$ cat src/rtl/axis_header_stripper_pkg.sv
// ----------------------------------------------------------------------------
// axis_header_stripper_pkg: shared types and width helpers for the stripper.
// Rev 1.0
// ----------------------------------------------------------------------------
`default_nettype none

package axis_header_stripper_pkg;

  typedef enum logic [1:0] {
    ST_IDLE = 2'd0,
    ST_HDR  = 2'd1,
    ST_BODY = 2'd2,
    ST_TAIL = 2'd3
  } state_t;

  function automatic int cnt_width(input int bytes);
    return $clog2(bytes + 1);
  endfunction

endpackage

`default_nettype wire

$ cat src/rtl/axis_header_stripper_if.sv
// ----------------------------------------------------------------------------
// axis_header_stripper_if: length, packet, header and payload AXI-Stream links.
// Rev 1.0
// ----------------------------------------------------------------------------
`default_nettype none

interface axis_header_stripper_if #(
  parameter int DATA_WD      = 32,
  parameter int DATA_BYTE_WD = DATA_WD / 8,
  parameter int CNT_WD       = $clog2(DATA_BYTE_WD + 1)
);
  logic                    s00_axis_tvalid;
  logic [CNT_WD-1:0]       s00_axis_tdata;
  logic                    s00_axis_tready;
  logic                    s01_axis_tvalid;
  logic [DATA_WD-1:0]      s01_axis_tdata;
  logic [DATA_BYTE_WD-1:0] s01_axis_tkeep;
  logic                    s01_axis_tlast;
  logic                    s01_axis_tready;
  logic                    m00_axis_tvalid;
  logic [DATA_WD-1:0]      m00_axis_tdata;
  logic [DATA_BYTE_WD-1:0] m00_axis_tkeep;
  logic                    m00_axis_tready;
  logic                    m01_axis_tvalid;
  logic [DATA_WD-1:0]      m01_axis_tdata;
  logic [DATA_BYTE_WD-1:0] m01_axis_tkeep;
  logic                    m01_axis_tlast;
  logic                    m01_axis_tready;

  // The stripper itself sits on the slave side of this bundle.
  modport slave (
    input  s00_axis_tvalid, s00_axis_tdata,
    output s00_axis_tready,
    input  s01_axis_tvalid, s01_axis_tdata, s01_axis_tkeep, s01_axis_tlast,
    output s01_axis_tready,
    output m00_axis_tvalid, m00_axis_tdata, m00_axis_tkeep,
    input  m00_axis_tready,
    output m01_axis_tvalid, m01_axis_tdata, m01_axis_tkeep, m01_axis_tlast,
    input  m01_axis_tready
  );

  modport master (
    output s00_axis_tvalid, s00_axis_tdata,
    input  s00_axis_tready,
    output s01_axis_tvalid, s01_axis_tdata, s01_axis_tkeep, s01_axis_tlast,
    input  s01_axis_tready,
    input  m00_axis_tvalid, m00_axis_tdata, m00_axis_tkeep,
    output m00_axis_tready,
    input  m01_axis_tvalid, m01_axis_tdata, m01_axis_tkeep, m01_axis_tlast,
    output m01_axis_tready
  );
endinterface

`default_nettype wire

$ cat src/rtl/axis_header_stripper_keep_count.sv
// ----------------------------------------------------------------------------
// axis_header_stripper_keep_count: number of valid bytes in a contiguous keep.
// Rev 1.0
// ----------------------------------------------------------------------------
`default_nettype none

module axis_header_stripper_keep_count #(
  parameter int BYTES  = 4,
  parameter int CNT_WD = $clog2(BYTES + 1)
) (
  input  logic [BYTES-1:0]  keep,
  output logic [CNT_WD-1:0] count
);

  always_comb begin
    count = '0;
    for (int i = 0; i < BYTES; i++) begin
      count = count + CNT_WD'(keep[i]);
    end
  end

endmodule

`default_nettype wire

$ cat src/rtl/axis_header_stripper.sv
// ----------------------------------------------------------------------------
// axis_header_stripper: splits the first N bytes of a packet onto a header
// stream and re-packs the remaining payload MSB-first. Rev 1.0
// ----------------------------------------------------------------------------
`default_nettype none

module axis_header_stripper
  import axis_header_stripper_pkg::*;
#(
  parameter int DATA_WD      = 32,
  parameter int DATA_BYTE_WD = DATA_WD / 8,
  parameter int CNT_WD       = cnt_width(DATA_BYTE_WD)
) (
  input  logic                   clk,
  input  logic                   rst,
  axis_header_stripper_if.slave  bus,
  output logic                   err_short
);

  localparam int                W     = DATA_BYTE_WD;
  localparam logic [CNT_WD-1:0] W_CNT = CNT_WD'(W);
  localparam logic [W-1:0]      ONES  = {W{1'b1}};

  state_t             state, state_nxt;
  logic [CNT_WD-1:0]  hdr_len, res_cnt, len_in, beat_cnt;
  logic [DATA_WD-1:0] res, body_data;
  logic [W-1:0]       res_keep;
  logic               len_load, res_load, err_nxt;
  logic               s00_ready, s01_ready, s01_fire, m00_free, m01_free;
  logic               m00_valid, m00_load;
  logic [DATA_WD-1:0] m00_data, m00_data_nxt;
  logic [W-1:0]       m00_keep, m00_keep_nxt;
  logic               m01_valid, m01_load, m01_last, m01_last_nxt;
  logic [DATA_WD-1:0] m01_data, m01_data_nxt;
  logic [W-1:0]       m01_keep, m01_keep_nxt;
  int                 sum;

  axis_header_stripper_keep_count #(.BYTES(W), .CNT_WD(CNT_WD)) u_keep_count (
    .keep  (bus.s01_axis_tkeep),
    .count (beat_cnt)
  );

  assign len_in    = (bus.s00_axis_tdata > W_CNT) ? W_CNT : bus.s00_axis_tdata;
  assign m00_free  = !m00_valid || bus.m00_axis_tready;
  assign m01_free  = !m01_valid || bus.m01_axis_tready;
  assign s01_fire  = bus.s01_axis_tvalid && s01_ready;
  assign sum       = int'(res_cnt) + int'(beat_cnt);
  // The residual's tail bytes lead; a shift of a full width yields zero.
  assign body_data = (res << (8 * (W - int'(res_cnt)))) |
                     (bus.s01_axis_tdata >> (8 * int'(res_cnt)));

  always_comb begin
    state_nxt    = state;
    s00_ready    = 1'b0;
    s01_ready    = 1'b0;
    len_load     = 1'b0;
    res_load     = 1'b0;
    err_nxt      = 1'b0;
    m00_load     = 1'b0;
    m00_data_nxt = '0;
    m00_keep_nxt = '0;
    m01_load     = 1'b0;
    m01_data_nxt = '0;
    m01_keep_nxt = '0;
    m01_last_nxt = 1'b0;
    case (state)
      ST_IDLE: begin
        s00_ready = 1'b1;
        if (bus.s00_axis_tvalid) begin
          len_load  = 1'b1;
          state_nxt = ST_HDR;
        end
      end
      ST_HDR: begin
        s01_ready = m00_free && m01_free;
        if (s01_fire) begin
          if (hdr_len == '0) begin
            m01_load     = 1'b1;
            m01_data_nxt = bus.s01_axis_tdata;
            m01_keep_nxt = bus.s01_axis_tkeep;
            m01_last_nxt = bus.s01_axis_tlast;
            state_nxt    = bus.s01_axis_tlast ? ST_IDLE : ST_BODY;
          end else if (beat_cnt < hdr_len) begin
            m00_load     = 1'b1;
            m00_data_nxt = bus.s01_axis_tdata >> (8 * (W - int'(beat_cnt)));
            m00_keep_nxt = ~(ONES << beat_cnt);
            err_nxt      = 1'b1;
            state_nxt    = ST_IDLE;
          end else begin
            m00_load     = 1'b1;
            m00_data_nxt = bus.s01_axis_tdata >> (8 * (W - int'(hdr_len)));
            m00_keep_nxt = ~(ONES << hdr_len);
            res_load     = 1'b1;
            if (bus.s01_axis_tlast) begin
              m01_load     = beat_cnt > hdr_len;
              m01_data_nxt = bus.s01_axis_tdata << (8 * int'(hdr_len));
              m01_keep_nxt = bus.s01_axis_tkeep << hdr_len;
              m01_last_nxt = 1'b1;
              state_nxt    = ST_IDLE;
            end else begin
              state_nxt = ST_BODY;
            end
          end
        end
      end
      ST_BODY: begin
        s01_ready = m01_free;
        if (s01_fire) begin
          m01_load     = 1'b1;
          m01_data_nxt = body_data;
          m01_keep_nxt = ONES;
          res_load     = 1'b1;
          if (bus.s01_axis_tlast) begin
            if (sum <= W) begin
              m01_keep_nxt = ONES << (W - sum);
              m01_last_nxt = 1'b1;
              state_nxt    = ST_IDLE;
            end else begin
              state_nxt = ST_TAIL;
            end
          end
        end
      end
      ST_TAIL: begin
        if (m01_free) begin
          m01_load     = 1'b1;
          m01_data_nxt = res << (8 * int'(hdr_len));
          m01_keep_nxt = res_keep << hdr_len;
          m01_last_nxt = 1'b1;
          state_nxt    = ST_IDLE;
        end
      end
      default: state_nxt = ST_IDLE;
    endcase
  end

  always_ff @(posedge clk or posedge rst) begin
    if (rst) begin
      state     <= ST_IDLE;
      hdr_len   <= '0;
      res_cnt   <= '0;
      res       <= '0;
      res_keep  <= '0;
      err_short <= 1'b0;
      m00_valid <= 1'b0;
      m00_data  <= '0;
      m00_keep  <= '0;
      m01_valid <= 1'b0;
      m01_data  <= '0;
      m01_keep  <= '0;
      m01_last  <= 1'b0;
    end else begin
      state     <= state_nxt;
      err_short <= err_nxt;
      if (len_load) begin
        hdr_len <= len_in;
        // N=0 behaves as pass-through in BODY, same as N=W.
        res_cnt <= (len_in == '0) ? '0 : W_CNT - len_in;
      end
      if (res_load) begin
        res      <= bus.s01_axis_tdata;
        res_keep <= bus.s01_axis_tkeep;
      end
      if (m00_load) begin
        m00_valid <= 1'b1;
        m00_data  <= m00_data_nxt;
        m00_keep  <= m00_keep_nxt;
      end else if (bus.m00_axis_tready) begin
        m00_valid <= 1'b0;
      end
      if (m01_load) begin
        m01_valid <= 1'b1;
        m01_data  <= m01_data_nxt;
        m01_keep  <= m01_keep_nxt;
        m01_last  <= m01_last_nxt;
      end else if (bus.m01_axis_tready) begin
        m01_valid <= 1'b0;
      end
    end
  end

  assign bus.s00_axis_tready = s00_ready;
  assign bus.s01_axis_tready = s01_ready;
  assign bus.m00_axis_tvalid = m00_valid;
  assign bus.m00_axis_tdata  = m00_data;
  assign bus.m00_axis_tkeep  = m00_keep;
  assign bus.m01_axis_tvalid = m01_valid;
  assign bus.m01_axis_tdata  = m01_data;
  assign bus.m01_axis_tkeep  = m01_keep;
  assign bus.m01_axis_tlast  = m01_last;

endmodule

`default_nettype wire

$ cat src/flat_wrapper.sv
// flat-port wrapper written by rule: the top's interface ports become plain ports
module axis_header_stripper_flat import axis_header_stripper_pkg::*;
#(
  parameter int DATA_WD      = 32,
  parameter int DATA_BYTE_WD = DATA_WD / 8,
  parameter int CNT_WD       = cnt_width(DATA_BYTE_WD)
)
  (clk, rst, err_short, bus_s00_axis_tvalid, bus_s00_axis_tdata, bus_s00_axis_tready, bus_s01_axis_tvalid, bus_s01_axis_tdata, bus_s01_axis_tkeep, bus_s01_axis_tlast, bus_s01_axis_tready, bus_m00_axis_tvalid, bus_m00_axis_tdata, bus_m00_axis_tkeep, bus_m00_axis_tready, bus_m01_axis_tvalid, bus_m01_axis_tdata, bus_m01_axis_tkeep, bus_m01_axis_tlast, bus_m01_axis_tready);
  axis_header_stripper_if #(.DATA_WD(DATA_WD), .DATA_BYTE_WD(DATA_BYTE_WD), .CNT_WD(CNT_WD)) bus_i ();
  input  logic clk;
  input  logic rst;
  output logic err_short;
  input wire logic [$bits(bus_i.s00_axis_tvalid)-1:0] bus_s00_axis_tvalid;
  input wire logic [$bits(bus_i.s00_axis_tdata)-1:0] bus_s00_axis_tdata;
  output wire logic [$bits(bus_i.s00_axis_tready)-1:0] bus_s00_axis_tready;
  input wire logic [$bits(bus_i.s01_axis_tvalid)-1:0] bus_s01_axis_tvalid;
  input wire logic [$bits(bus_i.s01_axis_tdata)-1:0] bus_s01_axis_tdata;
  input wire logic [$bits(bus_i.s01_axis_tkeep)-1:0] bus_s01_axis_tkeep;
  input wire logic [$bits(bus_i.s01_axis_tlast)-1:0] bus_s01_axis_tlast;
  output wire logic [$bits(bus_i.s01_axis_tready)-1:0] bus_s01_axis_tready;
  output wire logic [$bits(bus_i.m00_axis_tvalid)-1:0] bus_m00_axis_tvalid;
  output wire logic [$bits(bus_i.m00_axis_tdata)-1:0] bus_m00_axis_tdata;
  output wire logic [$bits(bus_i.m00_axis_tkeep)-1:0] bus_m00_axis_tkeep;
  input wire logic [$bits(bus_i.m00_axis_tready)-1:0] bus_m00_axis_tready;
  output wire logic [$bits(bus_i.m01_axis_tvalid)-1:0] bus_m01_axis_tvalid;
  output wire logic [$bits(bus_i.m01_axis_tdata)-1:0] bus_m01_axis_tdata;
  output wire logic [$bits(bus_i.m01_axis_tkeep)-1:0] bus_m01_axis_tkeep;
  output wire logic [$bits(bus_i.m01_axis_tlast)-1:0] bus_m01_axis_tlast;
  input wire logic [$bits(bus_i.m01_axis_tready)-1:0] bus_m01_axis_tready;
  assign bus_i.s00_axis_tvalid = bus_s00_axis_tvalid;
  assign bus_i.s00_axis_tdata = bus_s00_axis_tdata;
  assign bus_s00_axis_tready = bus_i.s00_axis_tready;
  assign bus_i.s01_axis_tvalid = bus_s01_axis_tvalid;
  assign bus_i.s01_axis_tdata = bus_s01_axis_tdata;
  assign bus_i.s01_axis_tkeep = bus_s01_axis_tkeep;
  assign bus_i.s01_axis_tlast = bus_s01_axis_tlast;
  assign bus_s01_axis_tready = bus_i.s01_axis_tready;
  assign bus_m00_axis_tvalid = bus_i.m00_axis_tvalid;
  assign bus_m00_axis_tdata = bus_i.m00_axis_tdata;
  assign bus_m00_axis_tkeep = bus_i.m00_axis_tkeep;
  assign bus_i.m00_axis_tready = bus_m00_axis_tready;
  assign bus_m01_axis_tvalid = bus_i.m01_axis_tvalid;
  assign bus_m01_axis_tdata = bus_i.m01_axis_tdata;
  assign bus_m01_axis_tkeep = bus_i.m01_axis_tkeep;
  assign bus_m01_axis_tlast = bus_i.m01_axis_tlast;
  assign bus_i.m01_axis_tready = bus_m01_axis_tready;
  axis_header_stripper #(.DATA_WD(DATA_WD), .DATA_BYTE_WD(DATA_BYTE_WD), .CNT_WD(CNT_WD)) u_core (.clk(clk), .rst(rst), .bus(bus_i), .err_short(err_short));
endmodule
$ cat config.mk
export PLATFORM = sky130hd
export DESIGN_NAME = axis_header_stripper_flat
export DESIGN_NICKNAME = d
export VERILOG_FILES = /design/src/rtl/axis_header_stripper_pkg.sv /design/src/rtl/axis_header_stripper_if.sv /design/src/rtl/axis_header_stripper_keep_count.sv /design/src/rtl/axis_header_stripper.sv /design/src/flat_wrapper.sv
export SDC_FILE = /design/constraint.sdc
export NUM_CORES = 1
export LEC_CHECK = 0
export ABC_AREA = 1
export CORE_MARGIN = 5
export CORE_UTILIZATION = 50
export CTS_BUF_LIST = sky130_fd_sc_hd__clkbuf_8
export DETAILED_ROUTE_END_ITERATION = 12
export PLACE_DENSITY = 0.7
export SLEW_MARGIN = 0
export SYNTH_ARGS = -nofsm -noshare
export SYNTH_HDL_FRONTEND = slang
export SYNTH_SLANG_ARGS = --single-unit
$ cat constraint.sdc
create_clock -name clk -period 6.65 [get_ports clk]
set_clock_uncertainty 0.15 [all_clocks]
set_input_delay 0.665 -clock clk [delete_from_list [all_inputs] [get_ports clk]]
set_output_delay 0.665 -clock clk [all_outputs]
set_load 0.005 [all_outputs]
==> summary.md <==
### Outcome
- completed — outcome

### Synth
- 119 — number of synthesized register bits
- 0 — number of flops mapped to enable cells by yosys
- 33.2% — proportion of synthesized chip area in sequential cells
- 37 — post-synth cell types
- 8960 um^2 — Cell Area, Synth
- 0 — Synthesis Warnings
- sky130_fd_sc_hd__dfrtp_1 — dominant register cell in the synthesized netlist
- 100% — proportion of synthesized flip-flops having asynchronous set or reset
- 1,531 — post-synth net total
- 1,464 — Mapped Cells
- 6.12 um^2 — average size of a mapped cell

### Layout
- 1,789 — number of filler cells placed in the layout
- 2980 um^2 — FF+latch area
- 0 — diode count
- 5190 um^2 — combined area of the multi-input logic cells
- sky130_fd_sc_hd__nand2_1 — most frequent standard cell in the layout excluding fill and tap cells
- 1,602 — number of nets in the layout
- 4.65% — layout cells sized above 1
- 59.3% — post-route core utilization
- sky130_fd_sc_hd__nand2_1 (659), sky130_fd_sc_hd__nand3_1 (134), sky130_fd_sc_hd__nor2_1 (128) — commonest cells after routing, fill and taps aside
- 17.7% — area added between synthesis and finish

### Clock network
- 460 ps — clock latency at the later pin of the worst-skew pair
- 119 — TritonCTS Sinks
- 4 — depth of the CTS H-tree
- 0 — cts hold-fix bufs
- 80 ps — register clock-pin slew on the reported worst setup and hold paths
- 2 — buffer depth of the longest clock path
- 0 — setup bufs post-CTS
- done — TritonCTS clock tree
- 0 — post-cts resize count
- 17 — clock buffers created by TritonCTS
- sky130_fd_sc_hd__clkbuf_8 — cell chosen for the clock root

### Setup path
- 28 — critical path peak fanout
- 6890 ps — data required time of the worst path
- adder cells — Largest delay share family, worst path
- in -> reg — critical setup path kind
- clkdlybuf4s50_1, fa_1, ha_1, ha_1, ha_1, nand2_1, inv_1, a21oi_1, nand2_1, nand2_2, ha_1, inv_1, nand2_1, nand3_1, nand2_1 — crit-path cells
- 5590 ps — endpoint arrival time on the critical path
- flip-flop — CP endpoint kind
- 3 — number of buffer and inverter stages on the critical path
- 890 ps — delay of the slowest cell on the worst path
- sky130_fd_sc_hd__ha_1 — standard cell with the maximum stage delay on the critical path
- primary input — kind of start point of the critical path

### Drt
- 17.1 um — per-cell routed wire length
- 6 — number of detailed-route iterations in the first pass
- 30.5 mm — sum of routed wire length over all layers
- 0 — count of nets left with antenna violations after detail routing
- 0 — number of remaining DRC errors
- 9,760 — number of vias after detailed routing
- 5.49 — per-cell via count in the routed design
- 1,150 — drt first-iter violations

### Timing
- false — unrepaired setup endpoints after global routing
- 325 ps — final-layout worst hold slack
- 20.1% — Slew headroom
- 5350 ps — minimum clock period after layout
- 0 — final number of max-transition violations
- 0 ps — Total Neg Setup Slack
- 80.4% — final clock period utilization by the worst path
- 0 — Final Hold Violating Endpoints
- 0.187 GHz — Max Clock Freq
- 0 — Finish-stage setup viols
- 1200 ps — Worst Max-Slew Pin Slew

### GRT
- 48.1 mm — global-route wire length before repair
- 8,868 — via count of the first global-routing pass
- 0 — antenna violations before repair
- 0 — leftover overflow at the end of global routing
- 29.7% — Overall Global Routing Usage
- 108 — pin count of the biggest net entering global routing

### Floorplanning
- 144 um — Chip Height
- 49 — number of rows in the core area
- 124 — I/O pin total
- 20,700 um^2 — DIE AREA
- 17,800 um^2 — core area
- 144 um — horizontal extent of the die
- 50.4% — Starting Density

### Min path
- reg -> reg — Worst Hold Class

### Place
- 123 — I/O Buffers
- 0.931 — final weighted congestion in routability-driven placement
- 20.7 mm — detailed placement HPWL

### Pwr
- 463 nW/um^2 — power per cell area
- 0.438 mV — worst ir drop on vdd
- 5.44 nW — Leakage Power

### Job
- 0 — max-capacitance violation count

[area by class of cell]
type	instances	share of cell area, %
sequential	119	28.2
clock inverter	13	1.47
clock buffer	19	2.48
timing repair buffer	132	12.3
inverter	99	3.56
multi-input combinational	1166	49.2
tap	229	2.72
[cells by family (layout without fill, tap and decap cells)]
logic type | after synthesis | in the layout | synth area share, %
and+or+nand+nor | 952 | 952 | 43.1
AOI/OAI and AO/OA | 192 | 192 | 11.5
xor gates and xnor gates | 1 | 1 | 0.0978
DFF | 119 | 119 | 33.2
adders and majority gates | 21 | 21 | 3.10
buffers and inverters | 179 | 263 | 8.92
[tightest hold or removal path, cell delays in order, from the launching register on]
cell and delay, ps:
sky130_fd_sc_hd__dfrtp_1 350, sky130_fd_sc_hd__nand2_1 50, sky130_fd_sc_hd__nand2_1 50
[where the power goes]
group          internal, mW  total, mW  switching, mW
clock network         0.387      0.710          0.323
logic                  1.04       3.00           1.96
registers             0.992       1.17          0.175
total                  2.42       4.88           2.46
[cell usage after synthesis (all sizes together) (7+ instances only)]
| cell | count | area share [%] |
|---|---|---|
| nand2 | 669 | 28 |
| nor2 | 137 | 6.2 |
| o21ai | 137 | 7.7 |
| nand3 | 134 | 7.5 |
| dfrtp | 119 | 33 |
| inv | 95 | 4.0 |
| buf | 52 | 3.6 |
| a21oi | 30 | 1.9 |
| clkbuf | 28 | 1.2 |
| ha | 19 | 2.7 |
| o211ai | 12 | 1.0 |
| nor3 | 8 | 0.45 |
| o22ai | 7 | 0.49 |
[final timing paths]
path,cells after the start,to,slack (ps),start
setup / recovery,15,u_core.bus.m00_axis_tdata[8],1300,bus_s01_axis_tkeep[1]
hold / removal,2,u_core.bus.m00_axis_tkeep[3],320,u_core.bus.m00_axis_tkeep[3]
setup reg to reg,13,u_core.bus.m00_axis_tdata[8],1750,u_core.hdr_len[1]
hold reg to reg,2,u_core.bus.m00_axis_tkeep[3],320,u_core.bus.m00_axis_tkeep[3]
max in group asynchronous,3,u_core.res_cnt[0],4550,rst
min in group asynchronous,2,u_core.bus.m01_axis_tdata[3],600,rst
[layer usage]
| layer | up-vias | track usage, % | wire length (um) |
|---|---|---|---|
| met5 | - | 0 | 0 |
| met4 | 0 | 10.3 | 860 |
| met3 | 81 | 6.99 | 3520 |
| met2 | 522 | 42.4 | 12500 |
| met1 | 4376 | 44.0 | 13600 |
| li1 | 4781 | - | - |
[through the flow]
step           total power [mW]  instance area, um^2  setup WS [ps]  cells
2_1_floorplan              3.19                 8960           2610   1464
3_3_place_gp               4.09                10100            999   1745
3_5_place_dp               4.11                10100            933   1745
4_1_cts                    4.84                10500           1380   1777
5_1_grt                    5.30                10500           1050   1777
6_report                   4.88                10500           1300   1777
[sequential cells by signal, summed over array words and instances, names as in the netlist]
signal / flops
u_core.state: 2
u_core.bus.m01_axis_tdata: 32
u_core.hdr_len: 2
u_core.bus.m01_axis_tvalid: 1
u_core.err_short: 1
u_core.bus.m01_axis_tlast: 1
u_core.bus.m01_axis_tkeep: 4
u_core.bus.m00_axis_tvalid: 1
u_core.bus.m00_axis_tkeep: 4
u_core.res: 32
u_core.res_cnt: 3
u_core.bus.m00_axis_tdata: 32
u_core.res_keep: 4
Note: power is estimated with default switching activity, not from simulation.
